**config.mk**
```make
export PLATFORM = sky130hd
export DESIGN_NAME = adc_scale_avg
export DESIGN_NICKNAME = d
export VERILOG_FILES = /design/src/rtl/adc_scale_avg_pkg.sv /design/src/rtl/adc_ch_scale.sv /design/src/rtl/adc_scale_avg.sv
export SDC_FILE = /design/constraint.sdc
export NUM_CORES = 2
export LEC_CHECK = 0
export BUFFER_PORTS_ARGS = -buffer_cell sky130_fd_sc_hd__buf_2
export CORE_MARGIN = 5
export CORE_UTILIZATION = 40
export CTS_BUF_LIST = sky130_fd_sc_hd__clkbuf_8
export CTS_CLUSTER_SIZE = 20
export DETAILED_ROUTE_END_ITERATION = 8
export PLACE_DENSITY = 0.63
export SYNTH_ARGS = -nofsm -noshare
export SYNTH_HDL_FRONTEND = slang
export SYNTH_SLANG_ARGS = --single-unit
export TNS_END_PERCENT = 1
```
**constraint.sdc**
```tcl
create_clock -name ad_clk -period 6.4 [get_ports ad_clk]
set_input_delay 0.32 -clock ad_clk [delete_from_list [all_inputs] [get_ports ad_clk]]
set_output_delay 0.32 -clock ad_clk [all_outputs]
set_load 0.005 [all_outputs]
```
**src/rtl/adc_scale_avg_pkg.sv**
```systemverilog
// ----------------------------------------------------------------------------
// adc_scale_avg_pkg : default widths and board calibration constants
// Rev 1.0
// ----------------------------------------------------------------------------
`default_nettype none

package adc_scale_avg_pkg;

  localparam int DEF_NUM_CH   = 2;
  localparam int DEF_IN_W     = 16;
  localparam int DEF_COEF_W   = 16;
  localparam int DEF_FRAC     = 16;
  localparam int DEF_OUT_W    = 16;
  localparam int DEF_AVG_LOG2 = 2;

  // Standard calibration set, gains in Q16
  localparam int CAL_IBRD_GAIN   = -262;
  localparam int CAL_IBRD_OFFSET = 20;
  localparam int CAL_VGAP_GAIN   = -1835;
  localparam int CAL_VGAP_OFFSET = 0;

  function automatic int acc_width(input int out_w, input int avg_log2);
    return out_w + avg_log2;
  endfunction

endpackage

`default_nettype wire

```
**src/rtl/adc_ch_scale.sv**
```systemverilog
// ----------------------------------------------------------------------------
// adc_ch_scale : single-channel 2-stage gain / round / offset / saturate pipe
// Rev 1.0
// ----------------------------------------------------------------------------
`default_nettype none

module adc_ch_scale
  import adc_scale_avg_pkg::*;
#(
  parameter int IN_W   = DEF_IN_W,
  parameter int COEF_W = DEF_COEF_W,
  parameter int FRAC   = DEF_FRAC,
  parameter int OUT_W  = DEF_OUT_W
) (
  input  logic              clk_i,
  input  logic              rst_i,
  input  logic              valid_i,
  input  logic [IN_W-1:0]   x_i,
  input  logic [COEF_W-1:0] gain_i,
  input  logic [OUT_W-1:0]  offset_i,
  output logic              valid_o,
  output logic [OUT_W-1:0]  y_o,
  output logic              sat_o
);

  localparam int PW = IN_W + COEF_W + 1;
  localparam int SW = PW + 2;
  localparam logic signed [SW-1:0] RND  = (FRAC > 0) ? (SW'(1) <<< (FRAC - 1)) : '0;
  localparam logic signed [SW-1:0] MAXV = (SW'(1) <<< (OUT_W - 1)) - SW'(1);
  localparam logic signed [SW-1:0] MINV = -(SW'(1) <<< (OUT_W - 1));

  logic signed [PW-1:0]    prod_q, prod_d;
  logic signed [OUT_W-1:0] off_q;
  logic                    vld1_q;
  logic                    vld2_q;
  logic [OUT_W-1:0]        y_q, y_d;
  logic                    sat_q, sat_d;
  logic signed [SW-1:0]    w_sum;

  always_comb begin
    prod_d = PW'($signed(x_i)) * PW'($signed(gain_i));
  end

  // Offset travels with its product so coefficient changes never hit in-flight samples
  always_ff @(posedge clk_i) begin
    if (rst_i) begin
      vld1_q <= 1'b0;
      prod_q <= '0;
      off_q  <= '0;
    end else begin
      vld1_q <= valid_i;
      if (valid_i) begin
        prod_q <= prod_d;
        off_q  <= $signed(offset_i);
      end
    end
  end

  always_comb begin
    w_sum = ((SW'(prod_q) + RND) >>> FRAC) + SW'(off_q);
    y_d   = w_sum[OUT_W-1:0];
    sat_d = 1'b0;
    if (w_sum > MAXV) begin
      y_d   = MAXV[OUT_W-1:0];
      sat_d = 1'b1;
    end else if (w_sum < MINV) begin
      y_d   = MINV[OUT_W-1:0];
      sat_d = 1'b1;
    end
  end

  always_ff @(posedge clk_i) begin
    if (rst_i) begin
      vld2_q <= 1'b0;
      y_q    <= '0;
      sat_q  <= 1'b0;
    end else begin
      vld2_q <= vld1_q;
      if (vld1_q) begin
        y_q   <= y_d;
        sat_q <= sat_d;
      end
    end
  end

  assign valid_o = vld2_q;
  assign y_o     = y_q;
  assign sat_o   = sat_q;

endmodule

`default_nettype wire

```
**src/rtl/adc_scale_avg.sv**
```systemverilog
// ----------------------------------------------------------------------------
// adc_scale_avg : multi-channel ADC scaler with windowed averager and sticky saturation flags
// Rev 1.0
// ----------------------------------------------------------------------------
`default_nettype none

module adc_scale_avg
  import adc_scale_avg_pkg::*;
#(
  parameter int NUM_CH   = DEF_NUM_CH,
  parameter int IN_W     = DEF_IN_W,
  parameter int COEF_W   = DEF_COEF_W,
  parameter int FRAC     = DEF_FRAC,
  parameter int OUT_W    = DEF_OUT_W,
  parameter int AVG_LOG2 = DEF_AVG_LOG2
) (
  input  logic                      ad_clk,
  input  logic                      rst,
  input  logic                      in_valid,
  input  logic [NUM_CH*IN_W-1:0]    in_data,
  input  logic [NUM_CH*COEF_W-1:0]  gain,
  input  logic [NUM_CH*OUT_W-1:0]   offset,
  input  logic                      avg_clr,
  input  logic                      sat_clr,
  output logic                      scaled_valid,
  output logic [NUM_CH*OUT_W-1:0]   scaled_data,
  output logic                      avg_valid,
  output logic [NUM_CH*OUT_W-1:0]   avg_data,
  output logic [NUM_CH-1:0]         sat_flag
);

  logic [NUM_CH-1:0] w_ch_vld;
  logic [NUM_CH-1:0] w_ch_sat;
  logic [NUM_CH-1:0] w_sat_evt;
  logic [NUM_CH-1:0] sat_flag_q, sat_flag_d;

  for (genvar ch = 0; ch < NUM_CH; ch++) begin : g_ch
    adc_ch_scale #(
      .IN_W   (IN_W),
      .COEF_W (COEF_W),
      .FRAC   (FRAC),
      .OUT_W  (OUT_W)
    ) u_scale (
      .clk_i    (ad_clk),
      .rst_i    (rst),
      .valid_i  (in_valid),
      .x_i      (in_data[ch*IN_W +: IN_W]),
      .gain_i   (gain[ch*COEF_W +: COEF_W]),
      .offset_i (offset[ch*OUT_W +: OUT_W]),
      .valid_o  (w_ch_vld[ch]),
      .y_o      (scaled_data[ch*OUT_W +: OUT_W]),
      .sat_o    (w_ch_sat[ch])
    );
  end

  assign scaled_valid = &w_ch_vld;

  // Flag shows in the strobe cycle; a clear in that same cycle cannot drop the new event
  assign w_sat_evt = scaled_valid ? w_ch_sat : '0;
  assign sat_flag  = sat_flag_q | w_sat_evt;

  always_comb begin
    sat_flag_d = (sat_clr ? '0 : sat_flag_q) | w_sat_evt;
  end

  always_ff @(posedge ad_clk) begin
    if (rst) sat_flag_q <= '0;
    else     sat_flag_q <= sat_flag_d;
  end

  if (AVG_LOG2 == 0) begin : g_avg_bypass
    logic                    avg_valid_q;
    logic [NUM_CH*OUT_W-1:0] avg_data_q;

    always_ff @(posedge ad_clk) begin
      if (rst) begin
        avg_valid_q <= 1'b0;
        avg_data_q  <= '0;
      end else begin
        avg_valid_q <= scaled_valid;
        avg_data_q  <= scaled_data;
      end
    end

    assign avg_valid = avg_valid_q;
    assign avg_data  = avg_data_q;
  end else begin : g_avg
    localparam int AW = acc_width(OUT_W, AVG_LOG2);

    logic [AVG_LOG2-1:0] cnt_q, cnt_d, w_cnt_base;
    logic                w_last;
    logic                avg_valid_q;

    // A clear coinciding with a sample makes that sample the first of the new window
    always_comb begin
      w_cnt_base = avg_clr ? '0 : cnt_q;
      w_last     = scaled_valid && (w_cnt_base == {AVG_LOG2{1'b1}});
      cnt_d      = w_cnt_base;
      if (scaled_valid) cnt_d = w_cnt_base + AVG_LOG2'(1);
    end

    always_ff @(posedge ad_clk) begin
      if (rst) begin
        cnt_q       <= '0;
        avg_valid_q <= 1'b0;
      end else begin
        cnt_q       <= cnt_d;
        avg_valid_q <= w_last;
      end
    end

    assign avg_valid = avg_valid_q;

    for (genvar ch = 0; ch < NUM_CH; ch++) begin : g_acc
      logic signed [AW-1:0] acc_q, acc_d, w_base, w_sum;
      logic [OUT_W-1:0]     avg_q;

      always_comb begin
        w_base = avg_clr ? '0 : acc_q;
        w_sum  = w_base + AW'($signed(scaled_data[ch*OUT_W +: OUT_W]));
        acc_d  = w_base;
        if (scaled_valid) acc_d = w_last ? '0 : w_sum;
      end

      // Upper OUT_W bits of the total are the floor of the mean
      always_ff @(posedge ad_clk) begin
        if (rst) begin
          acc_q <= '0;
          avg_q <= '0;
        end else begin
          acc_q <= acc_d;
          if (w_last) avg_q <= w_sum[AW-1:AVG_LOG2];
        end
      end

      assign avg_data[ch*OUT_W +: OUT_W] = avg_q;
    end
  end

endmodule

`default_nettype wire

```
==> load_flow_metrics.sql <==
INSERT INTO impl_metrics (metric_group, metric, value, unit) VALUES
('place', 'io_buffer_count', '168', ''),
('sta', 'setup_viol', '0', ''),
('layout', 'area_growth_syn_to_layout', '10.21', '%'),
('worst_setup_path', 'startpoint_type', 'input port', ''),
('clock_network', 'numClockSinks', '175', ''),
('global_route', 'grt.overflow.total', '0', ''),
('worst_setup_path', 'critPathKind', 'input port to flop', ''),
('clock_network', 'worst_setup_hold_path_clk_slew', '0.10', 'ns'),
('global_route', 'grt_start_max_net_pins', '61', ''),
('die', 'pin_count', '169', ''),
('layout', 'postLayoutCellArea', '31430', 'sq um'),
('worst_setup_path', 'timing.critical_path.to_type', 'flop', ''),
('sta', 'timing.final.hold_violations', '0', ''),
('worst_setup_path', 'worstPathArrival', '6.36', 'ns'),
('hold_path', 'worst_hold_path_type', 'input port to flop', ''),
('detailed_routing', 'wire_per_inst', '15.71', 'um'),
('die', 'floorplan.die.width', '277.0', 'um'),
('global_route', 'first_global_vias', '22300', ''),
('detailed_routing', 'route.antenna.remaining_nets', '0', ''),
('detailed_routing', 'route.detailed.drc', '0', ''),
('clock_network', 'cts_resized', '0', ''),
('place', 'postPlaceCellArea', '31000', 'sq um'),
('layout', 'final_core_util', '44.64', '%'),
('clock_network', 'post_cts.repair.setup_buffers', '0', ''),
('die', 'start_util', '40.51', '%'),
('power', 'post-layout-total-power', '18450', 'uW'),
('sta', 'slew_at_the_pin_with_the_worst_max_slew_slack', '1.113', 'ns'),
('sta', 'finalCriticalPeriod', '5.953', 'ns'),
('layout', 'final_layout_size_suffix_gt1_share', '9.712', '%'),
('detailed_routing', 'detailedRoute.firstIterationViolations', '948', ''),
('logic_synthesis', 'synthesis.instances', '3166', ''),
('global_route', 'use_met2', '29.94', '%'),
('worst_setup_path', 'timing.critical_path.cells', 'buf_2 -> and2_1 -> fa_1 -> inv_1 -> fa_1 -> fa_1 -> fa_1 -> inv_1 -> fa_1 -> inv_1 -> fa_1 -> inv_1 -> ha_1 -> nand4_1 -> a211oi_1 -> a21oi_1 -> buf_4 -> a2111oi_0 -> a21oi_1 -> a311oi_1 -> buf_4 -> a311oi_1 -> xor2_1 -> o21ai_0', ''),
('power', 'p_leak', '0.01587', 'uW'),
('sta', 'max_slew_margin', '25.73', '%'),
('sta', 'fmax', '0.1680', 'GHz'),
('detailed_routing', 'drt-total-wl', '67680', 'um'),
('job', 'cap_violations', '0', ''),
('logic_synthesis', 'synth_edf_count', '0', ''),
('global_route', 'met1_usage', '25.67', '%'),
('logic_synthesis', 'yosysSeqAreaShare', '12.29', '%'),
('worst_setup_path', 'critical_path_buf_inv_count', '7', ''),
('status', 'status', 'finished, final reports clean', ''),
('die', 'floorplan_die_height', '277.0', 'um'),
('sta', 'maxSlewViolCount', '0', ''),
('logic_synthesis', 'ys_ff_latch', '175', ''),
('sta', 'timing.clock.skew', '0.01812', 'ns'),
('clock_network', 'h-tree-depth', '4', ''),
('place', 'place.gp.congestion', '0.8811', ''),
('logic_synthesis', 'asyncSetResetFlopFracSynth', '0', '%'),
('die', 'design.die.area', '76720', 'sq um'),
('global_route', 'layer_with_the_highest_usage', 'met2', ''),
('clock_network', 'tritoncts', 'built', ''),
('global_route', 'met3_usage', '2.588', '%'),
('clock_network', 'cts_buffers', '17', ''),
('sta', 'timing.setup.tns', '0', 'ns'),
('detailed_routing', 'dr.pass1.iters', '5', ''),
('global_route', 'number_of_antenna_violations_at_the_first_check_in_global_routing', '4', ''),
('clock_network', 'maximum_buffer_depth_of_the_clock_tree', '2', ''),
('worst_setup_path', 'path_common_cell', 'fa_1', ''),
('global_route', 'gr-usage-all-layers', '18.06', '%'),
('worst_setup_path', 'required', '6.80', 'ns'),
('worst_setup_path', 'largest_delay_contributor_family_on_the_critical_path', 'adder cells', ''),
('place', 'dp_wirelength', '57360', 'um'),
('worst_setup_path', 'critical_path.max_fanout', '9', ''),
('worst_setup_path', 'critical-path-max-stage-delay', '0.56', 'ns'),
('detailed_routing', 'via_count', '21180', ''),
('global_route', 'grt_first_pass_wirelength', '115400', 'um'),
('die', 'core', '70390', 'sq um'),
('worst_setup_path', 'critPathSlowestCell', 'fa_1', ''),
('sta', 'rsz0062_at_grt', 'no', '');
through the flow:
step                      std cells  setup WS (ns)  hold slack (ns)
final                          4308         0.4475          0.07469
after global routing           4307         0.1109          0.06916
after CTS                      4307         0.4096          0.05867
after detailed placement       4275       -0.09581           0.4443
after global placement         4275       -0.05492           0.4416
after floorplan                3166         0.3757           0.4444
path summary, 6_finish.rpt:
path,slack (ns),end,cells past startpoint,start
hold / removal,0.07,g_ch[1].u_scale.off_q[10]$_SDFFE_PP0P_,3,offset[26]
setup reg to reg,1.78,g_ch[0].u_scale.y_o[4]$_SDFFE_PP0P_,16,g_ch[0].u_scale.prod_q[17]$_SDFFE_PP0P_
setup / recovery,0.45,g_ch[1].u_scale.prod_q[30]$_SDFFE_PP0P_,24,gain[22]
hold reg to reg,0.45,g_avg.g_acc[1].avg_q[3]$_SDFFE_PP0P_,2,g_avg.g_acc[1].avg_q[3]$_SDFFE_PP0P_
where the power goes:
part           leakage [uW]  internal [uW]  switching, uW
clock              0.000227            411            427
combinational        0.0142           7760           8430
sequential          0.00143           1280            149
total                0.0159           9450           9010
worst reg2reg max path: stages (launching register included):
cell	delay, ns
dfxtp_1	0.43
and3_1	0.22
and3_1	0.21
nand3_1	0.15
nor2_1	0.22
nand3_1	0.12
xnor2_1	0.18
ha_1	0.45
o21a_1	0.16
o21a_1	0.11
o21ai_1	0.08
nor4_1	0.54
o311ai_2	0.21
a41oi_1	0.25
o32ai_1	0.15
nor3_1	0.86
a221o_1	0.22
cells by family after synthesis:
logic type               synth area share (%)
AO/OA/AOI/OAI                           8.522
XOR/XNOR                                4.331
adder cells (fa/ha/maj)                 46.98
buffers and inverters                   9.878
flip-flops                              12.29
multiplexers                            1.865
AND/OR/NAND/NOR                         16.14
synth_stat cells (7+ instances only):
master | instances | area, sq um
inv_1 | 630 | 2365
fa_1 | 526 | 10530
nand2_1 | 349 | 1310
and2_1 | 261 | 1633
ha_1 | 229 | 2865
dfxtp_1 | 175 | 3503
nor2_1 | 161 | 604.3
clkbuf_1 | 105 | 394.1
xnor2_1 | 99 | 867.1
a21oi_1 | 82 | 410.4
o21ai_0 | 55 | 275.3
mux2i_1 | 52 | 520.5
nor2b_1 | 44 | 275.3
xor2_1 | 42 | 367.9
nand3_1 | 34 | 170.2
a21o_1 | 28 | 210.2
a221o_1 | 25 | 250.2
a22oi_1 | 22 | 165.2
nor3_1 | 22 | 110.1
nand2b_1 | 19 | 118.9
a211oi_1 | 18 | 135.1
and3_1 | 17 | 106.4
o21a_1 | 17 | 127.6
o21bai_1 | 16 | 120.1
or3_1 | 12 | 75.07
nand4_1 | 9 | 56.30
o2bb2ai_1 | 9 | 78.83
o31ai_1 | 9 | 67.56
a31oi_1 | 8 | 50.05
buf_1 | 7 | 26.28
registers in the layout, summed over array words and instances (netlist names):
name                  flops
g_avg.g_acc.acc_q        36
g_ch.u_scale.prod_q      34
g_avg.g_acc.avg_q        32
g_ch.u_scale.off_q       32
g_ch.u_scale.y_o         32
g_avg.cnt_q               2
g_ch.u_scale.sat_o        2
sat_flag_q                2
avg_valid                 1
g_ch.u_scale.valid_o      1
g_ch.u_scale.vld1_q       1
per-layer routing:
layer | vias to the layer above | share of wire (%)
met5 | - | 0.053
met4 | 6 | 1.7
met3 | 82 | 4.8
met2 | 433 | 46
met1 | 10500 | 47
li1 | 10160 | -
area by class of cell:
| type | count | area [sq um] | share of cell area (%) |
|---|---|---|---|
| clock inverters | 13 | 161.4 | 0.5136 |
| well taps | 940 | 1176 | 3.743 |
| repair buffers | 286 | 1757 | 5.590 |
| inverters | 630 | 2365 | 7.525 |
| flip-flops and latches | 175 | 3503 | 11.15 |
| clock buffers | 19 | 261.5 | 0.8321 |
| diodes | 1 | 2.502 | 0.007963 |
| multi-input cells | 2244 | 22200 | 70.64 |
cell usage in the layout (no fill, tap or decap), drive strengths merged, types with 19 or more instances in the layout:
cell and n:
a21o 28, a21oi 83, a221o 25, a22oi 22, and2 262, buf 286
clkbuf 19, dfxtp 175, fa 526, ha 229, inv 638, mux2i 52
nand2 349, nand2b 19, nand3 34, nor2 161, nor2b 44, nor3 22
o21ai 58, xnor2 99, xor2 42
Note: power is estimated with default switching activity, not from simulation.
